## src/rtl/counter_capture_arb_pkg.sv

```systemverilog
// Shared types and constants for the capture-drain scheduler (package counter_pkg).
// Optional feature macro: COUNTER_CAPARB_TIMESTAMP_EN (grant timestamp on each record).
package counter_pkg;

    localparam int SLOTS_PER_CNT = 6;
    localparam int DATA_W        = 32;

    typedef enum logic [2:0] {
        SLOT_A0 = 3'd0,
        SLOT_A1 = 3'd1,
        SLOT_A2 = 3'd2,
        SLOT_B0 = 3'd3,
        SLOT_B1 = 3'd4,
        SLOT_B2 = 3'd5
    } slot_e;

    typedef enum logic {
        ST_IDLE = 1'b0,
        ST_HOLD = 1'b1
    } arb_state_e;

    function automatic int idx_width(input int n);
        return (n > 1) ? $clog2(n) : 1;
    endfunction

endpackage

```

## src/rtl/counter_capture_arb_if.sv

```systemverilog
// Record stream from the capture scheduler toward readback/DMA logic.
// Carries rec_timestamp only when COUNTER_CAPARB_TIMESTAMP_EN is defined.
interface counter_capture_arb_if
    import counter_pkg::*;
#(
    parameter int COUNTER_NUM = 4
);
    localparam int IDX_W = idx_width(COUNTER_NUM);

    logic              rec_valid;
    logic              rec_ready;
    logic [IDX_W-1:0]  rec_cnt_idx;
    logic [2:0]        rec_slot;
    logic [DATA_W-1:0] rec_data;
`ifdef COUNTER_CAPARB_TIMESTAMP_EN
    logic [31:0]       rec_timestamp;
`endif

    modport master (
        output rec_valid,
        output rec_cnt_idx,
        output rec_slot,
        output rec_data,
`ifdef COUNTER_CAPARB_TIMESTAMP_EN
        output rec_timestamp,
`endif
        input  rec_ready
    );

    modport slave (
        input  rec_valid,
        input  rec_cnt_idx,
        input  rec_slot,
        input  rec_data,
`ifdef COUNTER_CAPARB_TIMESTAMP_EN
        input  rec_timestamp,
`endif
        output rec_ready
    );

endinterface

```

## src/rtl/counter_capture_arb_rr_arb.sv

```systemverilog
// Combinational round-robin pick: first set request at or after i_ptr, wrapping
// at REQ_NUM-1 back to 0.
module counter_rr_arb #(
    parameter  int REQ_NUM = 24,
    localparam int PTR_W   = $clog2(REQ_NUM)
) (
    input  logic [REQ_NUM-1:0] i_req,
    input  logic [PTR_W-1:0]   i_ptr,
    output logic [PTR_W-1:0]   o_grant_idx,
    output logic               o_any
);

    always_comb begin
        logic [PTR_W:0] v_pos;
        v_pos       = '0;
        o_any       = 1'b0;
        o_grant_idx = '0;
        for (int i = 0; i < REQ_NUM; i++) begin
            // i_ptr < REQ_NUM, so a single subtract is enough to wrap
            v_pos = {1'b0, i_ptr} + (PTR_W + 1)'(i);
            if (v_pos >= (PTR_W + 1)'(REQ_NUM)) begin
                v_pos = v_pos - (PTR_W + 1)'(REQ_NUM);
            end
            if (!o_any && i_req[v_pos[PTR_W-1:0]]) begin
                o_any       = 1'b1;
                o_grant_idx = v_pos[PTR_W-1:0];
            end
        end
    end

endmodule

```

## src/rtl/counter_capture_arb.sv

```systemverilog
// Drains pending capture slots one at a time onto a valid/ready record stream.
// Optional macro COUNTER_CAPARB_TIMESTAMP_EN adds a grant timestamp to each record.
//
// state   | meaning
// ST_IDLE | no record held; grant the next eligible slot when enabled
// ST_HOLD | record presented on the stream until the consumer takes it
module counter_capture_arb
    import counter_pkg::*;
#(
    parameter int COUNTER_NUM = 4
) (
    input  logic                                     i_pclk,
    input  logic                                     i_prst_n,
    input  logic                                     i_arb_en,
    input  logic [COUNTER_NUM*SLOTS_PER_CNT-1:0]        i_slot_mask,
    input  logic [COUNTER_NUM*SLOTS_PER_CNT-1:0]        i_capture_status,
    input  logic [COUNTER_NUM*SLOTS_PER_CNT*DATA_W-1:0] i_capture_data,
    output logic [COUNTER_NUM*SLOTS_PER_CNT-1:0]        o_read_flag,
    output logic                                     o_busy,
    counter_capture_arb_if.master                    rec_if
);

    localparam int REQ_NUM = COUNTER_NUM * SLOTS_PER_CNT;
    localparam int IDX_W   = idx_width(COUNTER_NUM);
    localparam int PTR_W   = $clog2(REQ_NUM);

    arb_state_e         r_state;
    logic [PTR_W-1:0]   r_ptr;
    logic [REQ_NUM-1:0] r_blocked;
    logic [REQ_NUM-1:0] r_read_flag;
    logic               r_valid;
    logic [IDX_W-1:0]   r_cnt_idx;
    logic [2:0]         r_slot;
    logic [DATA_W-1:0]  r_data;
    logic               r_busy;

    logic [REQ_NUM-1:0] w_req;
    logic [PTR_W-1:0]   w_grant_idx;
    logic               w_any;
    logic               w_grant_fire;
    logic [REQ_NUM-1:0] w_grant_onehot;
    logic [REQ_NUM-1:0] w_blocked_nxt;
    logic [PTR_W-1:0]   w_ptr_nxt;
    logic [IDX_W-1:0]   w_grant_cnt;
    logic [2:0]         w_grant_slot;
    logic [DATA_W-1:0]  w_grant_data;

    assign w_req = i_capture_status & i_slot_mask & ~r_blocked;

    counter_rr_arb #(
        .REQ_NUM (REQ_NUM)
    ) u_rr_arb (
        .i_req       (w_req),
        .i_ptr       (r_ptr),
        .o_grant_idx (w_grant_idx),
        .o_any       (w_any)
    );

    assign w_grant_fire   = (r_state == ST_IDLE) && i_arb_en && w_any;
    assign w_grant_onehot = w_grant_fire ? (REQ_NUM'(1) << w_grant_idx) : '0;
    // A slot stays blocked until its counter drops the status bit; a new grant wins
    assign w_blocked_nxt  = (r_blocked & i_capture_status) | w_grant_onehot;
    assign w_ptr_nxt      = (w_grant_idx == PTR_W'(REQ_NUM - 1)) ? '0
                                                                 : w_grant_idx + PTR_W'(1);
    assign w_grant_cnt    = IDX_W'(32'(w_grant_idx) / SLOTS_PER_CNT);
    assign w_grant_slot   = 3'(32'(w_grant_idx) % SLOTS_PER_CNT);
    assign w_grant_data   = i_capture_data[w_grant_idx*DATA_W +: DATA_W];

`ifdef COUNTER_CAPARB_TIMESTAMP_EN
    logic [31:0] r_ts_cnt;
    logic [31:0] r_rec_ts;

    always_ff @(posedge i_pclk or negedge i_prst_n) begin
        if (!i_prst_n) begin
            r_ts_cnt <= '0;
            r_rec_ts <= '0;
        end else begin
            r_ts_cnt <= r_ts_cnt + 32'd1;
            if (w_grant_fire) begin
                r_rec_ts <= r_ts_cnt;
            end
        end
    end

    assign rec_if.rec_timestamp = r_rec_ts;
`endif

    always_ff @(posedge i_pclk or negedge i_prst_n) begin
        if (!i_prst_n) begin
            r_state     <= ST_IDLE;
            r_ptr       <= '0;
            r_blocked   <= '0;
            r_read_flag <= '0;
            r_valid     <= 1'b0;
            r_cnt_idx   <= '0;
            r_slot      <= '0;
            r_data      <= '0;
            r_busy      <= 1'b0;
        end else begin
            r_read_flag <= '0;
            r_blocked   <= w_blocked_nxt;
            case (r_state)
                ST_IDLE: begin
                    if (w_grant_fire) begin
                        r_state     <= ST_HOLD;
                        r_read_flag <= w_grant_onehot;
                        r_valid     <= 1'b1;
                        r_cnt_idx   <= w_grant_cnt;
                        r_slot      <= w_grant_slot;
                        r_data      <= w_grant_data;
                        r_ptr       <= w_ptr_nxt;
                        r_busy      <= 1'b1;
                    end else begin
                        r_busy      <= |w_blocked_nxt;
                    end
                end
                ST_HOLD: begin
                    if (rec_if.rec_ready) begin
                        r_state <= ST_IDLE;
                        r_valid <= 1'b0;
                        r_busy  <= |w_blocked_nxt;
                    end else begin
                        r_busy  <= 1'b1;
                    end
                end
                default: begin
                    r_state <= ST_IDLE;
                    r_valid <= 1'b0;
                end
            endcase
        end
    end

    assign o_read_flag        = r_read_flag;
    assign o_busy             = r_busy;
    assign rec_if.rec_valid   = r_valid;
    assign rec_if.rec_cnt_idx = r_cnt_idx;
    assign rec_if.rec_slot    = r_slot;
    assign rec_if.rec_data    = r_data;

endmodule

```

## src/flat_wrapper.sv

```systemverilog
// flat-port wrapper written by rule: the top's interface ports become plain ports
module counter_capture_arb_flat import counter_pkg::*;
#(
    parameter int COUNTER_NUM = 4
)
  (i_pclk, i_prst_n, i_arb_en, i_slot_mask, i_capture_status, i_capture_data, o_read_flag, o_busy, rec_if_rec_valid, rec_if_rec_cnt_idx, rec_if_rec_slot, rec_if_rec_data, rec_if_rec_ready);
  counter_capture_arb_if #(.COUNTER_NUM(COUNTER_NUM)) rec_if_i ();
  input  logic i_pclk;
  input  logic i_prst_n;
  input  logic i_arb_en;
  input  logic [COUNTER_NUM*SLOTS_PER_CNT-1:0] i_slot_mask;
  input  logic [COUNTER_NUM*SLOTS_PER_CNT-1:0] i_capture_status;
  input  logic [COUNTER_NUM*SLOTS_PER_CNT*DATA_W-1:0] i_capture_data;
  output logic [COUNTER_NUM*SLOTS_PER_CNT-1:0] o_read_flag;
  output logic o_busy;
  output wire logic [$bits(rec_if_i.rec_valid)-1:0] rec_if_rec_valid;
  output wire logic [$bits(rec_if_i.rec_cnt_idx)-1:0] rec_if_rec_cnt_idx;
  output wire logic [$bits(rec_if_i.rec_slot)-1:0] rec_if_rec_slot;
  output wire logic [$bits(rec_if_i.rec_data)-1:0] rec_if_rec_data;
  input wire logic [$bits(rec_if_i.rec_ready)-1:0] rec_if_rec_ready;
  assign rec_if_rec_valid = rec_if_i.rec_valid;
  assign rec_if_rec_cnt_idx = rec_if_i.rec_cnt_idx;
  assign rec_if_rec_slot = rec_if_i.rec_slot;
  assign rec_if_rec_data = rec_if_i.rec_data;
  assign rec_if_i.rec_ready = rec_if_rec_ready;
  counter_capture_arb #(.COUNTER_NUM(COUNTER_NUM)) u_core (.i_pclk(i_pclk), .i_prst_n(i_prst_n), .i_arb_en(i_arb_en), .i_slot_mask(i_slot_mask), .i_capture_status(i_capture_status), .i_capture_data(i_capture_data), .o_read_flag(o_read_flag), .o_busy(o_busy), .rec_if(rec_if_i));
endmodule
```

## config.mk

```make
export PLATFORM = sky130hd
export DESIGN_NAME = counter_capture_arb_flat
export DESIGN_NICKNAME = d
export VERILOG_FILES = /design/src/rtl/counter_capture_arb_pkg.sv /design/src/rtl/counter_capture_arb_if.sv /design/src/rtl/counter_capture_arb_rr_arb.sv /design/src/rtl/counter_capture_arb.sv /design/src/flat_wrapper.sv
export SDC_FILE = /design/constraint.sdc
export NUM_CORES = 1
export LEC_CHECK = 0
export BUFFER_PORTS_ARGS = -buffer_cell sky130_fd_sc_hd__buf_2
export CORE_AREA = 2 2 339 341
export DETAILED_ROUTE_END_ITERATION = 8
export DIE_AREA = 0 0 341 343
export GPL_ROUTABILITY_DRIVEN = 1
export SLEW_MARGIN = 20
export SYNTH_ARGS = -nofsm -noshare
export SYNTH_HDL_FRONTEND = slang
export SYNTH_SLANG_ARGS = --single-unit
```

## constraint.sdc

```tcl
create_clock -name i_pclk -period 11.3 [get_ports i_pclk]
set_input_delay 2.825 -clock i_pclk [delete_from_list [all_inputs] [get_ports i_pclk]]
set_output_delay 2.825 -clock i_pclk [all_outputs]
set_load 0.005 [all_outputs]
```

==> results of run 1 <==
worst max-delay path by stage:
stage	start	end	slack [ns]
after global routing	i_capture_status[7]	u_core.rec_if.rec_data[0]$_DFFE_PN0P_	1.85
after global placement	i_capture_status[7]	u_core.rec_if.rec_data[0]$_DFFE_PN0P_	1.72
after floorplan	i_slot_mask[6]	u_core.rec_if.rec_slot[1]$_DFFE_PN0P_	2.98
final	i_capture_status[7]	u_core.rec_if.rec_data[0]$_DFFE_PN0P_	2.10
after detailed placement	i_capture_status[7]	u_core.rec_if.rec_data[0]$_DFFE_PN0P_	1.73
after CTS	i_capture_status[7]	u_core.rec_if.rec_data[0]$_DFFE_PN0P_	2.20
kinds of logic (layout without fill, tap and decap cells):
family | Yosys count | count (layout) | synth area share
DFF | 93 | 93 | 0.133
buffers and inverters | 242 | 1032 | 0.0584
other | 2 | 45 | 0.000429
AOI/OAI and AO/OA | 523 | 523 | 0.214
adders and majority gates | 35 | 35 | 0.0250
xor gates and xnor gates | 27 | 27 | 0.0154
muxes | 349 | 349 | 0.212
and+or+nand+nor | 1213 | 1213 | 0.342
cell usage after synthesis (all sizes together), types with 37 or more instances:
cell type and instances:
a21oi 85, and3 46, buf 99, clkbuf 106, dfrtp 93, mux2 42
mux2i 294, nand2 527, nand3 261, nor2 94, nor3 37, o21ai 73
sequential cells by signal (all words and copies together), names as in the netlist:
| name | flops |
|---|---|
| u_core.o_busy | 1 |
| u_core.rec_if.rec_valid | 1 |
| u_core.o_read_flag | 24 |
| u_core.rec_if.rec_slot | 3 |
| u_core.rec_if.rec_data | 32 |
| u_core.r_blocked | 24 |
| u_core.r_ptr | 5 |
| u_core.r_state | 1 |
| u_core.rec_if.rec_cnt_idx | 2 |
layer usage:
layer / GRT usage / routed length (µm) / vias to the layer above
met5: 0 / 344 / -
met3: 0.0898 / 18400 / 287
met4: 0.0691 / 4980 / 60
met1: 0.334 / 65000 / 12100
li1: - / - / 10900
met2: 0.369 / 64300 / 1559
cell type report:
class                           count  area [µm²]  share of cell area
Sequential cell                    93        2340              0.0963
Multi-Input combinational cell   2155       14300               0.588
Timing Repair Buffer              979        5220               0.215
Inverter                           37         151             0.00624
Clock buffer                        9         225             0.00928
Tap cell                         1512        1890              0.0779
Clock inverter                      7        78.8             0.00325
Antenna cell                       37        92.6             0.00381
stage by stage:
stage	std cells	instance area, µm²	utilization	setup slack [ns]
after floorplan	2490	17500	-	2.98
after global placement	4776	23900	0.211	1.72
after detailed placement	4776	23900	0.211	1.73
after CTS	4792	24200	0.213	2.20
after global routing	4801	24200	0.213	1.85
final	4829	24300	0.214	2.10
worst max-delay path: stages:
cell and delay, ns:
buf_2 0.14, nor4bb_1 0.19, buf_4 0.21, a2111oi_0 0.50
nor4_1 0.19, buf_4 0.18, mux2_2 0.28, a21o_1 0.30
or3_4 0.44, or4_1 0.73, nor3_2 0.44, nand3_1 0.19
nand4_1 0.17, nand2_4 0.11, inv_8 0.35, buf_4 0.45
mux2i_1 0.84, mux2i_1 0.17, a221o_1 0.38, a21oi_1 0.19
o22ai_1 0.12
==> results.py, run 1 <==
metrics = {
    "floorplan": {
        "die_h_um": 343,
        "num_rows": 124,
        "start_util": 0.155,
        "die_w_um": 341,
        "num_io_pins": 883,
        "core_area_um2": 113000,
        "die-area_um2": 117000,
    },
    "routing": {
        "wl_per_cell_um": 31.7,
        "first_iter_violations": 2958,
        "drtPass1Iterations": 7,
        "drc_errors": 0,
        "vias_per_cell": 5.15,
        "postRouteWirelength_um": 153000,
        "ant_nets": 0,
        "vias": 24900,
    },
    "timing": {
        "finalCritPeriodShare": 0.814,
        "finalHoldViolCount": 0,
        "finalClockSkew_ns": 0.0362,
        "slew-limit-headroom": 0.206,
        "rsz0062_at_grt": "no",
        "tns_ns": 0,
        "final_max_slew_viol_count": 0,
        "min_period_ns": 9.20,
        "setup_viol": 0,
        "timing.fmax_mhz": 109,
        "hold_slack_ns": 0.516,
        "worst_slew_pin_slew_ns": 1.17,
    },
    "synth": {
        "synth_ff_type": "dfrtp_1",
        "synthTopCellsByArea": "mux2i_1 17%, dfrtp_1 13%, nand2_1 11%",
        "ys_warn_count": 0,
        "synthArstFlopShare": 1.00,
        "synth_seq_cells": 93,
        "ys_types": 92,
        "syn-mean-instance-area_um2": 7.05,
        "postSynthCellCount": 2484,
        "yosys.area.top_type": "mux2i_1",
        "synth_edf_count": 0,
        "synth_area_um2": 17500,
        "ys_seq_area_frac": 0.133,
        "synth_top_area_share": 0.168,
    },
    "critical_path": {
        "r2r_cells": 25,
        "start_kind": "input port",
        "r2r-end": "u_core.rec_if.rec_data[0]$_DFFE_PN0P_",
        "cp_data_arrival_time_ns": 9.49,
        "cp-end-kind": "register",
        "r2r_slack_ns": 2.78,
        "required_ns": 11.59,
        "path_class": "input port to register",
        "worst-path-max-fanout": 48,
        "r2r_start": "u_core.r_ptr[3]$_DFFE_PN0P_",
    },
    "hold_path": {
        "hold_end": "u_core.rec_if.rec_data[4]$_DFFE_PN0P_",
        "min_path_type": "register to register",
        "hp-start": "u_core.rec_if.rec_data[4]$_DFFE_PN0P_",
        "hold_depth": 2,
    },
    "layout": {
        "fill_cells": 12900,
        "final_cell_mix": "881 x buf_2, 526 x nand2_1, 294 x mux2i_1, 261 x nand3_1, 92 x buf_4",
        "drive_gt1_frac": 0.337,
        "syn_to_final_growth_pct": 38.6,
        "nets": 4130,
        "final_common_cell": "buf_2",
    },
    "clocking": {
        "cts_buffers": 9,
        "hold_buffers": 0,
        "cts_repair_resize_count": 0,
        "clock_latency_ns": 0.43,
        "ctsRootBufferMaster": "clkbuf_16",
        "clockBufferDepth": 2,
        "cts_tree": "done",
        "htreeDepth": 3,
        "clk_pin_slew_ns": 0.10,
        "post-cts-setup-buffers": 0,
        "clock-sinks": 93,
    },
    "global_route": {
        "gr-total-overflow": 0,
        "grt_max_degree": 140,
        "grt_usage": 0.248,
        "grt_pass1_vias": 22700,
        "grt_pass1_wl_um": 199000,
        "antenna_found_initial": 96,
    },
    "placement": {
        "gp_congestion": 1.05,
        "port_buffers": 882,
        "hpwlAfterDp_um": 130000,
    },
    "flow_run": {
        "drv_cap": 0,
    },
    "status": {
        "status": "complete, no violations",
    },
}
Power of run 1 is not shown: default switching activity piles up to over one toggle a cycle in this logic, so the estimate is an artifact.
==> run 2, diff against run 1 <==
ABC_AREA = 1   (was not set)
CORE_AREA = 2 2 346 348   (was 2 2 339 341)
DIE_AREA = 0 0 348 350   (was 0 0 341 343)
clock period = 8.5 ns   (was 11.3 ns; I/O delays follow)
==> run 2 against run 1 <==
- via count up 6.0%
- final area up 4.3%
- non-clock buffer count up 267
- critical path depth up 9
- critical path type unchanged
- register-to-register slack worse by 2.3 ns
- worst hold slack worse by 0.036 ns
- worst setup slack worse by 1.6 ns
==> results.py, run 2 <==
metrics = {
    "global_route": {
        "antenna_found_initial": 75,
        "grt_max_degree": 66,
        "grt_pass1_wl_um": 195000,
        "grt_usage": 0.232,
        "grt_pass1_vias": 24500,
        "gr-total-overflow": 0,
    },
    "synth": {
        "synth_most_common_cell": "nand2_1",
        "synth_top_area_share": 0.268,
        "synth_edf_count": 0,
        "postSynthCellCount": 3153,
        "synth_ff_type": "dfrtp_1",
        "synthArstFlopShare": 1.00,
        "syn-mean-instance-area_um2": 5.14,
        "ys_types": 55,
        "synthTopCellsByArea": "nand2_1 27%, dfrtp_1 14%, nand3_1 12%",
        "synth_area_um2": 16200,
        "ys_seq_area_frac": 0.144,
        "ys_warn_count": 0,
        "synthTopCellsByCount": "1,159 x nand2_1, 470 x nor2_1, 383 x nand3_1",
        "yosys.area.top_type": "nand2_1",
        "synth_seq_cells": 93,
    },
    "layout": {
        "seqCellArea_um2": 2330,
        "final_common_cell": "nand2_1",
        "syn_to_final_growth_pct": 56.2,
        "largest_reg_flops": 32,
        "multiInputGateArea_um2": 12300,
        "finalNonFillerCells": 5798,
        "fill_cells": 13800,
        "final_cell_mix": "1,156 x nand2_1, 881 x buf_2, 469 x nor2_1, 382 x nand3_1, 329 x buf_4",
        "drive_gt1_frac": 0.325,
        "nets": 5077,
    },
    "routing": {
        "postRouteWirelength_um": 149000,
        "ant_nets": 0,
        "drtPass1Iterations": 8,
        "drc_errors": 0,
        "wl_per_cell_um": 25.6,
        "vias": 26400,
        "first_iter_violations": 2746,
        "vias_per_cell": 4.55,
    },
    "critical_path": {
        "start_kind": "input port",
        "path_class": "input port to register",
        "critPathMaxStageDelay_ns": 0.98,
        "required_ns": 8.81,
        "cp-end-kind": "register",
        "cp_common_cell": "nand2_1",
        "worst-path-max-fanout": 21,
        "cp_data_arrival_time_ns": 8.34,
        "crit_path_top_delay_cell": "o21ai_0",
    },
    "floorplan": {
        "start_util": 0.138,
        "core_area_um2": 118000,
        "die_w_um": 348,
        "die_h_um": 350,
        "num_io_pins": 883,
        "die-area_um2": 122000,
        "num_rows": 126,
    },
    "timing": {
        "slew-limit-headroom": 0.134,
        "rsz0062_at_grt": "no",
        "finalCritPeriodShare": 0.944,
        "worst_slew_pin_slew_ns": 1.29,
        "timing.fmax_mhz": 125,
        "finalClockSkew_ns": 0.0386,
        "tns_ns": 0,
        "finalHoldViolCount": 0,
        "final_max_slew_viol_count": 0,
        "setup_viol": 0,
        "min_period_ns": 8.03,
        "finalWorstSetupSlack_ns": 0.474,
    },
    "hold_path": {
        "min_path_type": "register to register",
    },
    "clocking": {
        "cts_buffers": 9,
        "clock-sinks": 93,
        "hold_buffers": 0,
        "clk_pin_slew_ns": 0.09,
        "htreeDepth": 3,
        "cts_repair_resize_count": 0,
        "cts_tree": "done",
        "post-cts-setup-buffers": 0,
        "clock_latency_ns": 0.41,
        "clockBufferDepth": 2,
        "ctsRootBufferMaster": "clkbuf_16",
    },
    "status": {
        "status": "complete, no violations",
    },
    "placement": {
        "port_buffers": 882,
        "gp_congestion": 1.03,
        "dp.cells": 5747,
        "hpwlAfterDp_um": 129000,
        "pre_cts_ws_ns": 0.428,
    },
    "flow_run": {
        "drv_cap": 0,
    },
}
==> run 2: layout make-up <==
class | count | area share
diodes | 35 | 0.00346
clock buffers | 9 | 0.00890
clock inverters | 7 | 0.00361
inverters | 188 | 0.0288
multi-input cells | 2684 | 0.487
flip-flops and latches | 93 | 0.0920
well taps | 1536 | 0.0759
repair buffers | 1246 | 0.300
==> run 2: cell families after synthesis <==
family	synth area share
compound gates	0.146
buf+inv	0.100
simple gates	0.567
other cells	0.000463
fa+ha+maj	0.0270
xor+xnor	0.0151
flops	0.144
==> run 2: metrics by stage <==
| step | util | hold slack, ns | cell area, µm² |
|---|---|---|---|
| CTS | 0.214 | 0.485 | 25200 |
| global route | 0.215 | 0.510 | 25300 |
| finish | 0.215 | 0.480 | 25300 |
| floorplan | - | 0.440 | 16200 |
| global placement | 0.212 | 0.463 | 24900 |
| detailed placement | 0.212 | 0.462 | 24900 |
==> run 2: final timing paths <==
| path | end | cells past startpoint | start | slack [ns] |
|---|---|---|---|---|
| setup / recovery | u_core.rec_if.rec_data[20]$_DFFE_PN0P_ | 30 | i_capture_status[22] | 0.47 |
| hold / removal | u_core.rec_if.rec_cnt_idx[1]$_DFFE_PN0P_ | 2 | u_core.rec_if.rec_cnt_idx[1]$_DFFE_PN0P_ | 0.48 |
| setup reg to reg | u_core.rec_if.rec_data[20]$_DFFE_PN0P_ | 31 | u_core.r_ptr[2]$_DFFE_PN0P_ | 0.53 |
| hold reg to reg | u_core.rec_if.rec_cnt_idx[1]$_DFFE_PN0P_ | 2 | u_core.rec_if.rec_cnt_idx[1]$_DFFE_PN0P_ | 0.48 |
| max in group asynchronous | u_core.rec_if.rec_data[7]$_DFFE_PN0P_ | 2 | i_prst_n | 5.38 |
| min in group asynchronous | u_core.o_read_flag[10]$_DFF_PN0_ | 1 | i_prst_n | 1.85 |
==> run 2: critical path, delay by kind of cell <==
kind,cells,cell delay [ns]
and+or+nand+nor,20,3.13
buffers and inverters,5,0.84
AOI/OAI and AO/OA,5,2.19
==> run 2: layer usage <==
metal  GRT usage  routed length [µm]
met5           0                 284
met4      0.0618                4280
met3      0.0629               13100
met2       0.368               65700
met1       0.307               65200
Power of run 2 is left out for the same reason.
